### src/rtl/cmp_arbiter.sv
// Shared XLEN-bit subtract/compare unit arbitrated between two requesters with a registered response slot.
// Optional define CMP_ARB_FIXED_PRIO_EN: req0 always wins ties (no round-robin state).
module cmp_arbiter #(
  parameter int unsigned XLEN = 64
) (
  input  logic            clk,
  input  logic            rst,
  input  logic            req0_valid,
  output logic            req0_ready,
  input  logic [XLEN-1:0] req0_a,
  input  logic [XLEN-1:0] req0_b,
  input  logic [2:0]      req0_op,
  input  logic            req1_valid,
  output logic            req1_ready,
  input  logic [XLEN-1:0] req1_a,
  input  logic [XLEN-1:0] req1_b,
  input  logic [2:0]      req1_op,
  output logic            rsp_valid,
  input  logic            rsp_ready,
  output logic            rsp_id,
  output logic            rsp_taken,
  output logic            rsp_eq,
  output logic            rsp_lt,
  output logic            rsp_ltu,
  output logic            rsp_err
);

  localparam int unsigned SW = XLEN + 1;

  typedef enum logic {EMPTY = 1'b0, FULL = 1'b1} slot_t;

  slot_t           state;
  logic            grant;
  logic            can_accept;
  logic            accept;
  logic [XLEN-1:0] a_sel;
  logic [XLEN-1:0] b_sel;
  logic [2:0]      op_sel;
  logic [SW-1:0]   diff;
  logic            eq_c;
  logic            lt_c;
  logic            ltu_c;
  logic            taken_c;
  logic            err_c;

  assign rsp_valid  = (state == FULL);
  assign can_accept = !rst && (!rsp_valid || rsp_ready);

`ifdef CMP_ARB_FIXED_PRIO_EN
  assign grant = !req0_valid;
`else
  logic last_grant;

  // On a tie, the requester that did not win last time goes next.
  assign grant = (req0_valid && req1_valid) ? ~last_grant : !req0_valid;

  always_ff @(posedge clk) begin
    if (rst) begin
      last_grant <= 1'b1;
    end else if (accept) begin
      last_grant <= grant;
    end
  end
`endif

  assign req0_ready = can_accept && req0_valid && !grant;
  assign req1_ready = can_accept && req1_valid && grant;
  assign accept     = req0_ready || req1_ready;

  assign a_sel  = grant ? req1_a  : req0_a;
  assign b_sel  = grant ? req1_b  : req0_b;
  assign op_sel = grant ? req1_op : req0_op;

  // a - b as a + ~b + 1; the carry out is set exactly when a >= b unsigned.
  assign diff  = {1'b0, a_sel} + {1'b0, ~b_sel} + SW'(1);
  assign eq_c  = (diff[XLEN-1:0] == '0);
  assign ltu_c = !diff[XLEN];
  assign lt_c  = (a_sel[XLEN-1] != b_sel[XLEN-1]) ? a_sel[XLEN-1] : diff[XLEN-1];

  always_comb begin
    taken_c = 1'b0;
    err_c   = 1'b0;
    case (op_sel)
      3'b000:  taken_c = eq_c;
      3'b001:  taken_c = !eq_c;
      3'b100:  taken_c = lt_c;
      3'b101:  taken_c = !lt_c;
      3'b110:  taken_c = ltu_c;
      3'b111:  taken_c = !ltu_c;
      default: err_c   = 1'b1;
    endcase
  end

  // Response slot: load on acceptance, drain when consumed, otherwise hold.
  always_ff @(posedge clk) begin
    if (rst) begin
      state     <= EMPTY;
      rsp_id    <= 1'b0;
      rsp_taken <= 1'b0;
      rsp_eq    <= 1'b0;
      rsp_lt    <= 1'b0;
      rsp_ltu   <= 1'b0;
      rsp_err   <= 1'b0;
    end else if (accept) begin
      state     <= FULL;
      rsp_id    <= grant;
      rsp_taken <= taken_c;
      rsp_eq    <= eq_c;
      rsp_lt    <= lt_c;
      rsp_ltu   <= ltu_c;
      rsp_err   <= err_c;
    end else if (state == FULL && rsp_ready) begin
      state <= EMPTY;
    end
  end

endmodule
### config.mk
export PLATFORM = sky130hd
export DESIGN_NAME = cmp_arbiter
export DESIGN_NICKNAME = d
export VERILOG_FILES = /design/src/rtl/cmp_arbiter.sv
export SDC_FILE = /design/constraint.sdc
export NUM_CORES = 1
export LEC_CHECK = 0
export ABC_AREA = 1
export BUFFER_PORTS_ARGS = -buffer_cell sky130_fd_sc_hd__buf_4
export CAP_MARGIN = 10
export CORE_ASPECT_RATIO = 1.75
export CORE_MARGIN = 2
export CORE_UTILIZATION = 40
export DETAILED_ROUTE_END_ITERATION = 10
export PLACE_DENSITY = 0.63
export SYNTH_ARGS = -nofsm -noshare
export SYNTH_HDL_FRONTEND = slang
export SYNTH_SLANG_ARGS = --single-unit
### constraint.sdc
create_clock -name clk -period 12.35 [get_ports clk]
set_clock_uncertainty 0.1 [all_clocks]
set_input_delay 1.235 -clock clk [delete_from_list [all_inputs] [get_ports clk]]
set_output_delay 1.235 -clock clk [all_outputs]
set_load 0.01 [all_outputs]
==> metrics.yaml <==
sta:
  fmax_mhz: 191
  relSlewSlack: 0.477
  setup_viol_count_final: 0
  rsz0062_at_grt: "false"
  tns_ns: 0
  maxSlewViolCount: 0
  hold_viol: 0
  layout_min_cycle_time_ns: 5.25
  tightest_slew_ns: 0.784
  fin_crit_sh: 0.425
final_layout:
  area_growth_pct: 29.2
  antenna_cells: 0
  num-fill-cells: 2361
  layout_commonest_cell: "nand2_1"
  final_cell_area_um2: 10600
  multi_input_area_um2: 6650
  drive_above_1_share: 0.174
  final_cell_mix: "nand2_1 (841), inv_1 (351), buf_4 (278), nor2_1 (106), nand3_1 (66)"
  area.sequential_um2: 160
  layout.nets: 2321
synthesis:
  yosysTopAreaCell: "nand2_1"
  yosysUniqueCellTypes: 35
  synthXorXnorAreaFrac: 0.0181
  synth_top_family_by_area: "simple AND/OR/NAND/NOR gates"
  async_reset_ff_frac: 0
  postSynthAreaPerCell_um2: 4.77
  ys_ff_latch: 8
  synth_area_um2: 8230
  ys_top_cells_by_area: "nand2_1 (38%), inv_1 (16%), ha_1 (9.7%)"
  synth_compound_area_frac: 0.0461
  synth_top_area_share: 0.384
  ys_seq_area_frac: 0.0195
  synth_cells: 1726
  syn_nets: 2059
  ys_warn_count: 0
  muxShareOfSynthArea: 0.0779
  yosys.area_share.simple: 0.563
  synthAdderAreaFrac: 0.102
  synthFlopType: "dfxtp_1"
  synth-edff-count: 0
cts:
  postCtsHoldBufs: 0
  clkTransAtPathRegs_ns: 0.04
  cts_tree: "yes"
  cts_buffers: 3
  clk_latency_ns: 0.23
  cts.sinks: 8
  cts_resized: 0
  cts_max_path_buffers: 2
  postCtsSetupBuffers: 0
  cts-root-buf: "clkbuf_16"
  htreeDepth: 1
power:
  p_per_area_nw_per_um2: 71.0
  total_leakage_power_nw: 7.02
  combPwrFrac: 0.890
  vdd_drop_max_uv: 49.3
  swShare: 0.578
  power_frac_seq: 0.039
  p_switching_uw: 436
  clkPwrFrac: 0.071
  p_int_uw: 319
setup_path:
  crit_type: "in2reg"
  crit_top_cell: "nand2_1"
  critPathSlowestCell: "buf_4"
  cp_max_fo: 60
  arrival_ns: 5.27
  crit_path_end_kind: "flip-flop"
  cp.required_ns: 12.38
  start_kind: "input port"
  max_stage_delay_ns: 0.63
die:
  pin_count: 276
  die_width_um: 112
  coreArea_um2: 20300
  fp.dieH_um: 194
  rows: 69
  dieArea_um2: 21800
  initial_utilization: 0.406
global_routing:
  grt_pass1_vias: 10737
  grt_pass1_wl_mm: 51.1
  grt_use_total: 0.291
  grt_start_max_net_pins: 67
  overflow: 0
  antenna_found_initial: 0
job:
  cap_violations: 0
outcome:
  status: "finished clean"
placed_design:
  place_area_um2: 10600
  io_buffers: 275
  dp_hpwl_mm: 29.9
  finalWeightedCongestion: 0.985
route:
  final_antenna_net_count: 0
  drc: 0
  drtIter0Drc: 514
  viasPerCell: 4.87
  drtPass1Iterations: 5
  post_drt_wl_per_cell_um: 14.8
  wl_mm: 33.1
  route.vias.total: 10885
min_path:
  hp-class: "reg2reg"
==> final timing paths <==
path	from	to	slack, ns	cells after the start
setup / recovery	req1_valid	rsp_taken	7.10	25
hold / removal	rsp_eq	rsp_eq	0.38	2
setup reg to reg	last_grant	rsp_taken	7.84	25
hold reg to reg	rsp_eq	rsp_eq	0.38	2
==> metal layers <==
metal  part of all wire  global-route usage  vias up
li1                   -                   -     5724
met1               0.34               0.271     4793
met3              0.031              0.0128       79
met5                  0                   0        -
met4              0.053               0.128        0
met2               0.57               0.623      289
==> Yosys cell counts (6+ instances only) <==
cell type / number
nand2_1: 842
inv_1: 352
nor2_1: 106
nand3_1: 66
ha_1: 64
mux2i_1: 64
a21oi_1: 51
nor2_2: 20
nand2_2: 18
clkbuf_1: 15
nand4_1: 15
xor2_1: 14
nand3b_1: 13
o21ai_0: 11
nor3_1: 10
dfxtp_1: 8
buf_1: 6
nor3_2: 6
nor4_1: 6
o21bai_1: 6
==> through the flow <==
| step | instances | power, mW | worst slack [ns] | util | hold WS (ns) |
|---|---|---|---|---|---|
| floorplan | 1726 | 0.473 | 7.51 | - | 0.329 |
| global placement | 2231 | 0.696 | 6.88 | 0.520 | 0.349 |
| detailed placement | 2231 | 0.699 | 6.86 | 0.520 | 0.372 |
| CTS | 2234 | 0.755 | 7.08 | 0.524 | 0.381 |
| global route | 2234 | 0.837 | 6.70 | 0.524 | 0.406 |
| finish | 2234 | 0.755 | 7.10 | 0.524 | 0.377 |
==> registers in the layout, indices dropped and copies added, names as in the netlist <==
| name | cells |
|---|---|
| last_grant | 1 |
| rsp_eq | 1 |
| rsp_err | 1 |
| rsp_id | 1 |
| rsp_lt | 1 |
| rsp_ltu | 1 |
| rsp_taken | 1 |
| rsp_valid | 1 |
==> layout make-up <==
type,instances,share of cell area
well taps,248,0.0292
multi-input cells,1339,0.626
repair buffers,278,0.196
clock buffers,3,0.00706
flip-flops and latches,8,0.0151
inverters,358,0.126
==> cell families (layout without fill, tap and decap cells) <==
group                      count (synthesis)  in the layout
muxes                                     64             64
buffers and inverters                    379            639
and+or+nand+nor                         1121           1121
adders and majority gates                 66             66
xor gates and xnor gates                  17             17
DFF                                        8              8
AOI/OAI and AO/OA                         71             71
==> power by group through the flow <==
stage / Combinational (mW) / Sequential (mW) / Clock [mW]
2_1_floorplan: 0.443 / 0.0301 / 0
3_3_place_gp: 0.667 / 0.0295 / 0
3_5_place_dp: 0.669 / 0.0295 / 0
4_1_cts: 0.672 / 0.0291 / 0.0541
5_1_grt: 0.752 / 0.0293 / 0.0558
6_report: 0.672 / 0.0292 / 0.0535
==> critical path, delay by kind of cell <==
family	cells	cell delay, ns
AOI/OAI and AO/OA	1	0.09
and+or+nand+nor	18	2.04
muxes	1	0.17
adders and majority gates	2	0.93
buffers and inverters	3	0.74
Note: power is estimated with default switching activity, not from simulation.
